$ cat src/rtl/fetch_stage.sv
// Instruction fetch stage: PC register, next-PC select, instruction-memory req/ready handshake,
// a one-entry skid buffer for words returned under a load-use stall, and the IF/ID register.
module fetch_stage #(
    parameter int                XLEN     = 32,
    parameter logic [XLEN-1:0]   RESET_PC = '0,
    parameter logic [31:0]       NOP      = 32'h0000_0013
) (
    input  logic            clk,
    input  logic            rst_n,
    input  logic [1:0]      mux_to_pc,
    input  logic            IF_Flush,
    input  logic [XLEN-1:0] branch_target,
    input  logic [XLEN-1:0] jalr_target,
    input  logic            stall,
    output logic            imem_req,
    output logic [XLEN-1:0] imem_addr,
    input  logic [31:0]     imem_rdata,
    input  logic            imem_ready,
    output logic [XLEN-1:0] ifid_pc,
    output logic [31:0]     ifid_instr,
    output logic            ifid_valid
);

    localparam logic [1:0] ST_BOOT = 2'd0;
    localparam logic [1:0] ST_REQ  = 2'd1;
    localparam logic [1:0] ST_HOLD = 2'd2;

    localparam logic [XLEN-1:0] PC_STEP    = XLEN'(4);
    localparam logic [XLEN-1:0] ALIGN_MASK = {{(XLEN-2){1'b1}}, 2'b00};

    logic [1:0]      state, state_nxt;
    logic [XLEN-1:0] pc, pc_nxt;
    logic            kill_pend, kill_pend_nxt;
    logic [XLEN-1:0] pend_pc, pend_pc_nxt;
    logic [XLEN-1:0] skid_pc, skid_pc_nxt;
    logic [31:0]     skid_instr, skid_instr_nxt;
    logic [XLEN-1:0] ifid_pc_nxt;
    logic [31:0]     ifid_instr_nxt;
    logic            ifid_valid_nxt;

    logic            redirect;
    logic            transfer;
    logic [XLEN-1:0] target;
    logic [XLEN-1:0] pc_plus4;

    assign redirect  = (mux_to_pc == 2'b01) || (mux_to_pc == 2'b10);
    assign target    = ((mux_to_pc == 2'b01) ? branch_target : jalr_target) & ALIGN_MASK;
    assign pc_plus4  = pc + PC_STEP;
    assign imem_req  = (state == ST_REQ);
    assign imem_addr = pc;
    assign transfer  = imem_req && imem_ready;

    always_comb begin
        // NOTE: every signal gets a default here so no path through the case infers a latch.
        state_nxt      = state;
        pc_nxt         = pc;
        kill_pend_nxt  = kill_pend;
        pend_pc_nxt    = pend_pc;
        skid_pc_nxt    = skid_pc;
        skid_instr_nxt = skid_instr;
        ifid_pc_nxt    = ifid_pc;
        ifid_instr_nxt = ifid_instr;
        ifid_valid_nxt = ifid_valid;

        case (state)
            ST_BOOT: state_nxt = ST_REQ;
            ST_REQ: begin
                if (transfer && (redirect || kill_pend)) begin
                    // A redirect arriving with the transfer is newer than the pending one.
                    pc_nxt         = redirect ? target : pend_pc;
                    kill_pend_nxt  = 1'b0;
                    ifid_instr_nxt = NOP;
                    ifid_valid_nxt = 1'b0;
                end else if (transfer && stall) begin
                    skid_pc_nxt    = pc;
                    skid_instr_nxt = imem_rdata;
                    pc_nxt         = pc_plus4;
                    state_nxt      = ST_HOLD;
                end else if (transfer) begin
                    ifid_pc_nxt    = pc;
                    ifid_instr_nxt = imem_rdata;
                    ifid_valid_nxt = 1'b1;
                    pc_nxt         = pc_plus4;
                end else if (redirect) begin
                    // Address must stay put until the transfer; remember where to go afterwards.
                    kill_pend_nxt  = 1'b1;
                    pend_pc_nxt    = target;
                    ifid_instr_nxt = NOP;
                    ifid_valid_nxt = 1'b0;
                end else if (!stall) begin
                    ifid_instr_nxt = NOP;
                    ifid_valid_nxt = 1'b0;
                end
            end
            ST_HOLD: begin
                if (redirect) begin
                    skid_pc_nxt    = '0;
                    skid_instr_nxt = NOP;
                    pc_nxt         = target;
                    ifid_instr_nxt = NOP;
                    ifid_valid_nxt = 1'b0;
                    state_nxt      = ST_REQ;
                end else if (!stall) begin
                    ifid_pc_nxt    = skid_pc;
                    ifid_instr_nxt = skid_instr;
                    ifid_valid_nxt = 1'b1;
                    state_nxt      = ST_REQ;
                end
            end
            default: state_nxt = ST_BOOT;
        endcase

        if (IF_Flush && !redirect) begin
            ifid_instr_nxt = NOP;
            ifid_valid_nxt = 1'b0;
        end
    end

    always_ff @(posedge clk or negedge rst_n) begin
        if (!rst_n) begin
            state      <= ST_BOOT;
            pc         <= RESET_PC;
            kill_pend  <= 1'b0;
            pend_pc    <= '0;
            skid_pc    <= '0;
            skid_instr <= NOP;
            ifid_pc    <= '0;
            ifid_instr <= NOP;
            ifid_valid <= 1'b0;
        end else begin
            // NOTE: non-blocking so every register samples the pre-edge values computed above.
            state      <= state_nxt;
            pc         <= pc_nxt;
            kill_pend  <= kill_pend_nxt;
            pend_pc    <= pend_pc_nxt;
            skid_pc    <= skid_pc_nxt;
            skid_instr <= skid_instr_nxt;
            ifid_pc    <= ifid_pc_nxt;
            ifid_instr <= ifid_instr_nxt;
            ifid_valid <= ifid_valid_nxt;
        end
    end

endmodule
$ cat config.mk
export PLATFORM = sky130hd
export DESIGN_NAME = fetch_stage
export DESIGN_NICKNAME = d
export VERILOG_FILES = /design/src/rtl/fetch_stage.sv
export SDC_FILE = /design/constraint.sdc
export NUM_CORES = 1
export LEC_CHECK = 0
export BUFFER_PORTS_ARGS = -buffer_cell sky130_fd_sc_hd__buf_2
export CAP_MARGIN = 15
export CELL_PAD_IN_SITES_DETAIL_PLACEMENT = 0
export CELL_PAD_IN_SITES_GLOBAL_PLACEMENT = 2
export CORE_MARGIN = 3
export CORE_UTILIZATION = 33
export DETAILED_ROUTE_END_ITERATION = 8
export MAX_ROUTING_LAYER = met4
export PLACE_DENSITY = 0.77
export SLEW_MARGIN = 0
export SYNTH_ARGS = -nofsm -noshare
export SYNTH_HDL_FRONTEND = slang
export SYNTH_SLANG_ARGS = --single-unit
$ cat constraint.sdc
create_clock -name clk -period 2.3 [get_ports clk]
set_clock_uncertainty 0.05 [all_clocks]
set_input_delay 0 -clock clk [delete_from_list [all_inputs] [get_ports clk]]
set_output_delay 0 -clock clk [all_outputs]
set_load 0.01 [all_outputs]
==> results of run 1 <==
## synth_stat cells (4+ instances only)
cell / number
dfrtp_1: 190
a221oi_1: 7
nand3_1: 16
dfstp_2: 6
a211oi_1: 34
a32oi_1: 30
and2_1: 6
o2bb2ai_1: 7
o21ai_1: 27
a21oi_1: 50
and3_1: 5
nor2b_1: 4
nand4_1: 6
buf_1: 5
clkbuf_1: 52
buf_2: 24
mux2i_1: 24
o32a_1: 5
nor2_1: 121
nand2b_1: 5
o21ai_0: 64
ha_1: 6
nor3_1: 22
inv_1: 10
o31ai_1: 4
o22ai_1: 6
mux2_2: 16
a31oi_1: 39
nand2_1: 201
xor2_1: 4
o211ai_1: 4
## kinds of logic (layout without fill, tap and decap cells)
group,count (synthesis),in the layout
multiplexers,40,40
buffers and inverters,97,407
flip-flops,196,196
AO/OA/AOI/OAI,311,311
XOR/XNOR,5,5
other,0,1
AND/OR/NAND/NOR,405,405
adder cells (fa/ha/maj),6,6
## per-layer routing
metal | vias up | global-route usage | wire (um)
li1 | 4408 | - | -
met1 | 4180 | 0.295 | 15300
met2 | 236 | 0.295 | 13600
met3 | 20 | 0.0255 | 1330
met4 | 0 | 0.0435 | 283
met5 | - | - | 0
## final timing paths
kind                       cells past startpoint                         to  slack [ns]
max reg2reg                                    8  imem_addr[26]$_DFFE_PN0P_        0.20
min reg2reg                                    2    skid_pc[30]$_DFFE_PN0P_        0.43
max                                            8  imem_addr[26]$_DFFE_PN0P_        0.20
min in group asynchronous                      2  skid_instr[6]$_DFFE_PN0P_        0.07
max in group asynchronous                      3    skid_pc[21]$_DFFE_PN0P_        1.38
min                                            5   imem_addr[9]$_DFFE_PN0P_        0.03
## flip-flops by register name, indices dropped and copies added (netlist names)
register / flops
skid_pc: 32
skid_instr: 32
ifid_pc: 32
ifid_valid: 1
imem_addr: 32
pend_pc: 32
state: 2
kill_pend: 1
ifid_instr: 32
## through the flow
step / utilization / hold slack [ns]
floorplan: - / -0.346
global placement: 0.400 / 0.00937
detailed placement: 0.400 / 0.0120
CTS: 0.455 / 0.0155
global route: 0.455 / 0.0772
finish: 0.455 / 0.0301
## layout make-up
cell class,count,area share
inverters,13,0.00401
multi-input cells,767,0.335
clock buffers,17,0.0325
diodes,1,0.000191
flip-flops and latches,196,0.375
well taps,384,0.0367
repair buffers,362,0.202
clock inverters,15,0.0147
## report_power, final
group,total [uW],internal [uW],switching [uW],leakage [uW]
sequential,6050,5010,1040,0.00237
clock,3110,1500,1600,0.000302
combinational,8080,3320,4760,0.00315
## worst reg2reg max path, cell delays in order, from the launching register on
cell and delay, ns:
dfrtp_1 0.42, inv_1 0.12, ha_2 0.27, nor2b_1 0.12, buf_4 0.19, a221oi_1 0.51, a211oi_1 0.11, nor2_1 0.11
o32a_1 0.14
## cell usage in the layout (no fill, tap or decap), drive strengths merged, types with 5 or more instances in the layout
cell	synthesis	routed
dfstp	6	6
nand2	201	201
o22ai	6	6
clkinv	0	7
o2bb2ai	7	7
a211oi	34	34
nand2b	5	5
a221oi	7	7
dlygate4sd3	0	95
mux2	16	16
ha	6	6
clkbuf	52	18
o21ai	93	93
buf	32	266
mux2i	24	24
a31oi	39	39
a32oi	30	30
and2	6	6
nor3	26	26
inv	13	21
nor2	121	121
and3	5	5
a21oi	50	50
nand3	18	18
o32a	5	5
nand4	8	8
dfrtp	190	190
## repair_timing
action	in CTS	in global routing
endpoints found under the setup margin	0	8
endpoints found under the hold margin	194	0
resized for setup	0	1
hold buffers	95	0
==> impl_metrics.ini, run 1 <==
[pwr]
powerDensity_nw_per_um2 = 1320
leakagePower_uw = 0.00582
vdd_drop_max_mv = 0.704
p_total_uw = 17200

[cts]
cts_tree = built
insertion_delay_ns = 0.44
clock_tree.root_cell = clkbuf_16
post_cts_buffers = 0
path_clk_slew_ns = 0.09
htree_levels = 4
numClockSinks = 196
clock_path_buffers = 2
cts-buffers-inserted = 17

[placement]
place_inst = 1627
hpwl_um = 21000
port-buffer-count = 196
placed_cell_area_um2 = 11500
place_congestion = 0.830
dpl_worst_slack_ns = 0.162

[timing]
drv_slew = 0
relSlewSlack = 0.600
rsz0062_at_grt = false
fmax_ghz = 0.476
worst_slew_pin_slew_ns = 0.600
fin_crit_ns = 2.10
fin_crit_sh = 0.914
setup_violations = 0
setup_tns_ns = 0
final-hold-violation-count = 0
finalWorstSetupSlack_ns = 0.199

[cells_and_area]
drive_above_1_share = 0.250
instances_no_fill = 1755
seqCellArea_um2 = 4910
nets = 1466
multi_input_area_um2 = 4380
nFillCells = 2862
fin_area_um2 = 13100
area_delta_synth_final_pct = 35.6

[yosys]
synth_xor_area_frac = 0.00453
synth.avg_cell_area_um2 = 9.11
ys_seq_area_frac = 0.508
synth_cell_types = 70
synth_fa_ha_area_frac = 0.00777
syn_area_um2 = 9660
synth_top_family_by_area = compound AO/OA/AOI/OAI gates
netlist_top_cells_area = dfrtp_1 (49%), nand2_1 (7.8%), nor2_1 (4.7%)
synthCells = 1060
yosysWarnings = 0
muxShareOfSynthArea = 0.0435
yosys.area.top_type_share = 0.492
synth_edf_count = 0
synth_ff_type = dfrtp_1
synth_nets = 1169
synth_seq_cells = 196
synth_compound_area_frac = 0.211
async_reset_ff_frac = 1.00
yosys.area_share.simple = 0.182
synth_top_area_cell = dfrtp_1

[flow_run]
drv_cap = 0

[setup_path]
end_kind = register
cp_slowest_cell = a221oi_1
crit-reg2reg-launch = state[0]$_DFFE_PN0P_
cp_data_arrival_time_ns = 2.43
cpPeakStageDelay_ns = 0.51
critPathRequiredTime_ns = 2.62
cp.buffers_inverters = 2
start_kind = register
worstSetupPathType = register to register
crit_fanout = 9
path_cells = inv_1 -> ha_2 -> nor2b_1 -> buf_4 -> a221oi_1 -> a211oi_1 -> nor2_1 -> o32a_1
cp_top_family = compound AO/OA/AOI/OAI gates
crit_start = state[0]$_DFFE_PN0P_

[worst_hold_path]
worstHoldStart = branch_target[9]
worst_hold_path_type = input port to register

[die]
die_area_um2 = 31400
core_um2 = 28800
num_io_pins = 201
rows = 62
die_x_um = 177
die_h_um = 177
initial_core_util = 0.336

[detailed_routing]
vias = 8844
via_per_inst = 5.04
antenna_left = 0
drt-total-wl_um = 30500
drt_iter0_drc = 603
first_pass_iters = 5
detail_route.wl_per_cell_um = 17.4
drc = 0

[global_routing]
grt_max_degree = 91
grt_pass1_wl_um = 48100
grt_usage = 0.200
grt_overflow_total = 0
antenna_found_initial = 1
grt_pass1_vias = 8392

[status]
status = completed
No activity file was read; power rests on OpenSTA's default activity.
==> run 2: changes to the inputs <==
--- a/config.mk
+++ b/config.mk
@@ -10,10 +10,11 @@
 export CELL_PAD_IN_SITES_DETAIL_PLACEMENT = 0
 export CELL_PAD_IN_SITES_GLOBAL_PLACEMENT = 2
 export CORE_MARGIN = 3
-export CORE_UTILIZATION = 33
+export CORE_UTILIZATION = 36
 export DETAILED_ROUTE_END_ITERATION = 8
 export MAX_ROUTING_LAYER = met4
-export PLACE_DENSITY = 0.77
+export PLACE_DENSITY = 0.83
+export SKIP_LAST_GASP = 1
 export SLEW_MARGIN = 0
 export SYNTH_ARGS = -nofsm -noshare
 export SYNTH_HDL_FRONTEND = slang
==> constraint.sdc (replaced) <==
create_clock -name clk -period 2.51 [get_ports clk]
set_clock_uncertainty 0.05 [all_clocks]
set_input_delay 0 -clock clk [delete_from_list [all_inputs] [get_ports clk]]
set_output_delay 0 -clock clk [all_outputs]
set_load 0.01 [all_outputs]
==> run 2 against run 1 <==
Effect of this change:
- sequential share of layout area grew 0.92 points
- final cell count decreased by 4.3%
- critical path depth is 2 lower
- hold slack worse by 0.0012 ns
- clock power decreased by 9.0%
- design area fell by 2.4%
- power is 11% lower
- critical path type unchanged
- routed wire length decreased by 3.8%
- die area decreased by 8.1%
- critical endpoint is now imem_addr[20]$_DFFE_PN0P_
- largest power group unchanged
==> impl_metrics.ini, run 2 (synthesized netlist as in run 1, its figures left out) <==
[global_routing]
antenna_found_initial = 0
grt_overflow_total = 0
grt_max_degree = 91
grt_usage = 0.211
grt_pass1_wl_um = 47000
grt_pass1_vias = 8269

[cells_and_area]
fin_area_um2 = 12800
area_delta_synth_final_pct = 32.3
drive_above_1_share = 0.235
final_common_cell = nand2_1
nFillCells = 2545
num_antenna_cells = 0
nets = 1440
mostFrequentLayoutCells = nand2_1 (201), buf_2 (195), dfrtp_1 (190), nor2_1 (120), dlygate4sd3_1 (95)

[detailed_routing]
antenna_left = 0
drt-total-wl_um = 29300
drc = 0
detail_route.wl_per_cell_um = 17.5
first_pass_iters = 5
via_per_inst = 5.23
vias = 8786
drt_iter0_drc = 635

[placement]
dpl_worst_slack_ns = 0.227
port-buffer-count = 196
hpwl_um = 20100
placed_cell_area_um2 = 11200
place_congestion = 0.865

[flow_run]
drv_cap = 0

[die]
rows = 59
initial_core_util = 0.369
die_area_um2 = 28800
num_io_pins = 201
die_h_um = 170
core_um2 = 26200
die_x_um = 170

[timing]
setup_violations = 0
drv_slew = 0
finalWorstSetupSlack_ns = 0.194
rsz0062_at_grt = false
fin_crit_sh = 0.923
worst_slew_pin_slew_ns = 0.636
fmax_ghz = 0.432
relSlewSlack = 0.576
fin_crit_ns = 2.32
final-hold-violation-count = 0
setup_tns_ns = 0

[cts]
clock_tree.root_cell = clkbuf_16
path_clk_slew_ns = 0.08
post_cts_buffers = 0
cts-buffers-inserted = 17
cts_tree = built
clock_path_buffers = 2
insertion_delay_ns = 0.44
numClockSinks = 196
htree_levels = 4

[setup_path]
start_kind = register
r2r_slack_ns = 0.19
end_kind = register
cp_data_arrival_time_ns = 2.60
critPathRequiredTime_ns = 2.79
worstSetupPathType = register to register
crit_fanout = 7

[pwr]
vdd_drop_max_mv = 0.503
leakagePower_uw = 0.00567
powerDensity_nw_per_um2 = 1210

[worst_hold_path]
worst_hold_path_type = input port to register

[status]
status = completed
run 2: worst max-delay path, stage by stage (launching register included):
cell and delay [ns]:
dfrtp_1 0.53, ha_1 0.32, nand3_2 0.16, or3_1 0.58, nor3_4 0.28, a21oi_1 0.09, o22a_1 0.20
run 2: repair_timing:
item / 4_1_cts / 5_1_grt
resized for setup: 0 / 1
hold buffers: 95 / 0
endpoints found under the setup margin: 0 / 2
endpoints found under the hold margin: 167 / 0
run 2: cell type report:
cell class / count / area [um^2] / area share
Clock buffer: 18 / 439 / 0.0344
Tap cell: 335 / 419 / 0.0328
Sequential cell: 196 / 4910 / 0.384
Multi-Input combinational cell: 767 / 4380 / 0.343
Inverter: 13 / 51.3 / 0.00401
Clock inverter: 14 / 175 / 0.0137
Timing Repair Buffer: 336 / 2400 / 0.188
run 2: path summary, 6_finish.rpt:
path                                       startpoint                    endpoint  cells after the start
max                          imem_addr[2]$_DFFE_PN0P_   imem_addr[20]$_DFFE_PN0P_                      6
min                                  branch_target[4]    imem_addr[4]$_DFFE_PN0P_                      4
max reg2reg                  imem_addr[2]$_DFFE_PN0P_   imem_addr[20]$_DFFE_PN0P_                      6
min reg2reg                skid_instr[10]$_DFFE_PN0P_  skid_instr[10]$_DFFE_PN0P_                      2
max in group asynchronous                       rst_n   imem_addr[21]$_DFFE_PN0P_                      3
min in group asynchronous                       rst_n   ifid_instr[7]$_DFFE_PN0P_                      2
run 2: through the flow:
step / instances / power (uW) / hold WS, ns / util
2_1_floorplan: 1060 / 9820 / -0.346 / -
3_3_place_gp: 1552 / 12400 / 0.0288 / 0.428
3_5_place_dp: 1552 / 12500 / 0.0281 / 0.428
4_1_cts: 1679 / 15500 / 0.00439 / 0.488
5_1_grt: 1679 / 16700 / 0.0726 / 0.488
6_report: 1679 / 15400 / 0.0289 / 0.488
run 2: report_power, final:
| group | internal [uW] | switching (uW) |
|---|---|---|
| registers | 4590 | 1040 |
| logic | 2780 | 4170 |
| clock network | 1390 | 1440 |
| total | 8760 | 6650 |
run 2: metal layers:
layer,wire length (um),global-route usage,vias to the layer above
met4,294,0.0437,0
met1,14500,0.313,4137
met3,1560,0.0307,18
li1,-,-,4343
met2,13000,0.309,288
met5,0,-,-
==> run 3: changes to the inputs <==
--- a/config.mk
+++ b/config.mk
@@ -14,8 +14,9 @@
 export DETAILED_ROUTE_END_ITERATION = 8
 export MAX_ROUTING_LAYER = met4
 export PLACE_DENSITY = 0.83
+export RECOVER_POWER = 25
 export SKIP_LAST_GASP = 1
-export SLEW_MARGIN = 0
+export SLEW_MARGIN = 20
 export SYNTH_ARGS = -nofsm -noshare
 export SYNTH_HDL_FRONTEND = slang
 export SYNTH_SLANG_ARGS = --single-unit
==> run 3 against run 2 <==
Effect of this change:
- the flow now finishes with violations (capacitance limit, slew limit)
- sequential cell count is the same
- routed wire length decreased by 0.16%
- hold slack got worse by 0.0040 ns
- largest power group unchanged
- sequential power about the same
- highest routed layer unchanged
==> impl_metrics.ini, run 3 (synthesized netlist as in run 1, its figures left out) <==
[status]
status = finished, violations left
violations = capacitance limit, slew limit

[setup_path]
r2r_slack_ns = 0.18
crit_fanout = 7
reg2reg_to = imem_addr[20]$_DFFE_PN0P_
critPathRequiredTime_ns = 2.79
worstSetupPathType = register to register
crit-reg2reg-launch = imem_addr[2]$_DFFE_PN0P_
start_kind = register
end_kind = register
cp_data_arrival_time_ns = 2.61
reg2regPathDepth = 6

[timing]
relSlewSlack = -0.258
fin_crit_sh = 0.926
drv_slew = 73
hold_ws_ns = 0.0249
rsz0062_at_grt = false
worst_slew_pin_slew_ns = 1.89
fmax_ghz = 0.430
setup_violations = 0
setup_tns_ns = 0
finalWorstSetupSlack_ns = 0.185
fin_crit_ns = 2.33
final-hold-violation-count = 0

[cts]
clock_tree.root_cell = clkbuf_16
insertion_delay_ns = 0.45
numClockSinks = 196
clock_path_buffers = 2
post_cts_buffers = 0
cts-buffers-inserted = 17
htree_levels = 4
cts_tree = built
path_clk_slew_ns = 0.08

[die]
die_h_um = 170
num_io_pins = 201
die_x_um = 170
rows = 59
die_area_um2 = 28800
initial_core_util = 0.369
core_um2 = 26200

[cells_and_area]
instances_no_fill = 1679
drive_above_1_share = 0.234
nets = 1440
nFillCells = 2546
final_common_cell = nand2_1
area_delta_synth_final_pct = 32.1
mostFrequentLayoutCells = nand2_1 (201), buf_2 (194), dfrtp_1 (190), nor2_1 (120), dlygate4sd3_1 (95)
num_antenna_cells = 0
fin_util = 0.487

[detailed_routing]
antenna_left = 0
detail_route.wl_per_cell_um = 17.4
vias = 8754
via_per_inst = 5.21
drt-total-wl_um = 29300
drt_iter0_drc = 676
first_pass_iters = 5
drc = 0

[pwr]
leakagePower_uw = 0.00567
vdd_drop_max_mv = 0.506
p_int_uw = 8760
clkPwrFrac = 0.183
pwr-share-comb = 0.451
seqPwrFrac = 0.366
powerDensity_nw_per_um2 = 1210
p_switching_uw = 6640
switching_share = 0.431

[global_routing]
grt_pass1_vias = 8269
grt_usage = 0.211
grt_max_degree = 91
grt_pass1_wl_um = 47000
antenna_found_initial = 0
grt_overflow_total = 0

[placement]
port-buffer-count = 196
place_congestion = 0.865
dpl_worst_slack_ns = 0.227
hpwl_um = 20100
place_inst = 1552

[flow_run]
drv_cap = 1

[worst_hold_path]
holdPathStages = 4
hold_end = imem_addr[4]$_DFFE_PN0P_
worst_hold_path_type = input port to register
worstHoldStart = branch_target[4]
[run 3: changes by cell type in the layout (fill, tap and decap cells not counted)]
cell      previous run  this run
clkbuf_8             2         1
buf_12              10         9
buf_6                0         1
clkbuf_2             0         1
clkbuf_1             0         1
buf_2              195       194
[run 3: power by group through the flow]
stage / Sequential, uW / Clock, uW / Combinational, uW
after global placement: 5650 / 0 / 6780
after detailed placement: 5700 / 0 / 6850
after global routing: 5850 / 3010 / 7810
after CTS: 5640 / 2890 / 7000
final: 5640 / 2820 / 6950
after floorplan: 5760 / 0 / 4060
[run 3: how the worst max path moves through the flow]
stage | startpoint | endpoint | slack (ns) | depth (start not counted)
floorplan | state[1]$_DFFE_PN0P_ | pend_pc[11]$_DFFE_PN0P_ | 0.39 | 7
finish | imem_addr[2]$_DFFE_PN0P_ | imem_addr[20]$_DFFE_PN0P_ | 0.18 | 6
detailed placement | imem_addr[2]$_DFFE_PN0P_ | imem_addr[20]$_DFFE_PN0P_ | 0.23 | 6
global placement | state[1]$_DFFE_PN0P_ | imem_addr[29]$_DFFE_PN0P_ | 0.24 | 7
global route | imem_addr[2]$_DFFE_PN0P_ | imem_addr[20]$_DFFE_PN0P_ | 0.10 | 6
CTS | state[1]$_DFFE_PN0P_ | imem_addr[29]$_DFFE_PN0P_ | 0.20 | 7
[run 3: timing repair]
item	4_1_cts	5_1_grt
resized for setup	0	1
hold endpoints to repair	167	0
hold buffers	95	0
endpoints found under the setup margin	0	2
[run 3: critical path, stage by stage, from the launching register on]
cell and delay, ns:
dfrtp_1 0.52, ha_1 0.33, nand3_2 0.17, or3_1 0.57
nor3_4 0.28, a21oi_1 0.10, o22a_1 0.20
[run 3: layout make-up]
cell class | instances | area [um^2] | share of cell area
Tap cell | 335 | 419 | 0.0328
Timing Repair Buffer | 336 | 2380 | 0.187
Clock buffer | 18 | 439 | 0.0344
Inverter | 13 | 51.3 | 0.00402
Multi-Input combinational cell | 767 | 4380 | 0.343
Clock inverter | 14 | 175 | 0.0137
Sequential cell | 196 | 4910 | 0.385
[run 3: metal layers]
layer	wire, um	track usage	up-vias
met5	0	-	-
met4	272	0.0437	0
met3	1500	0.0307	16
met2	13100	0.309	269
met1	14500	0.313	4125
li1	-	-	4344
[run 3: per-stage QoR]
step,instance area [um^2],power (uW)
2_1_floorplan,9660,9820
3_3_place_gp,11200,12400
3_5_place_dp,11200,12500
4_1_cts,12800,15500
5_1_grt,12800,16700
6_report,12800,15400
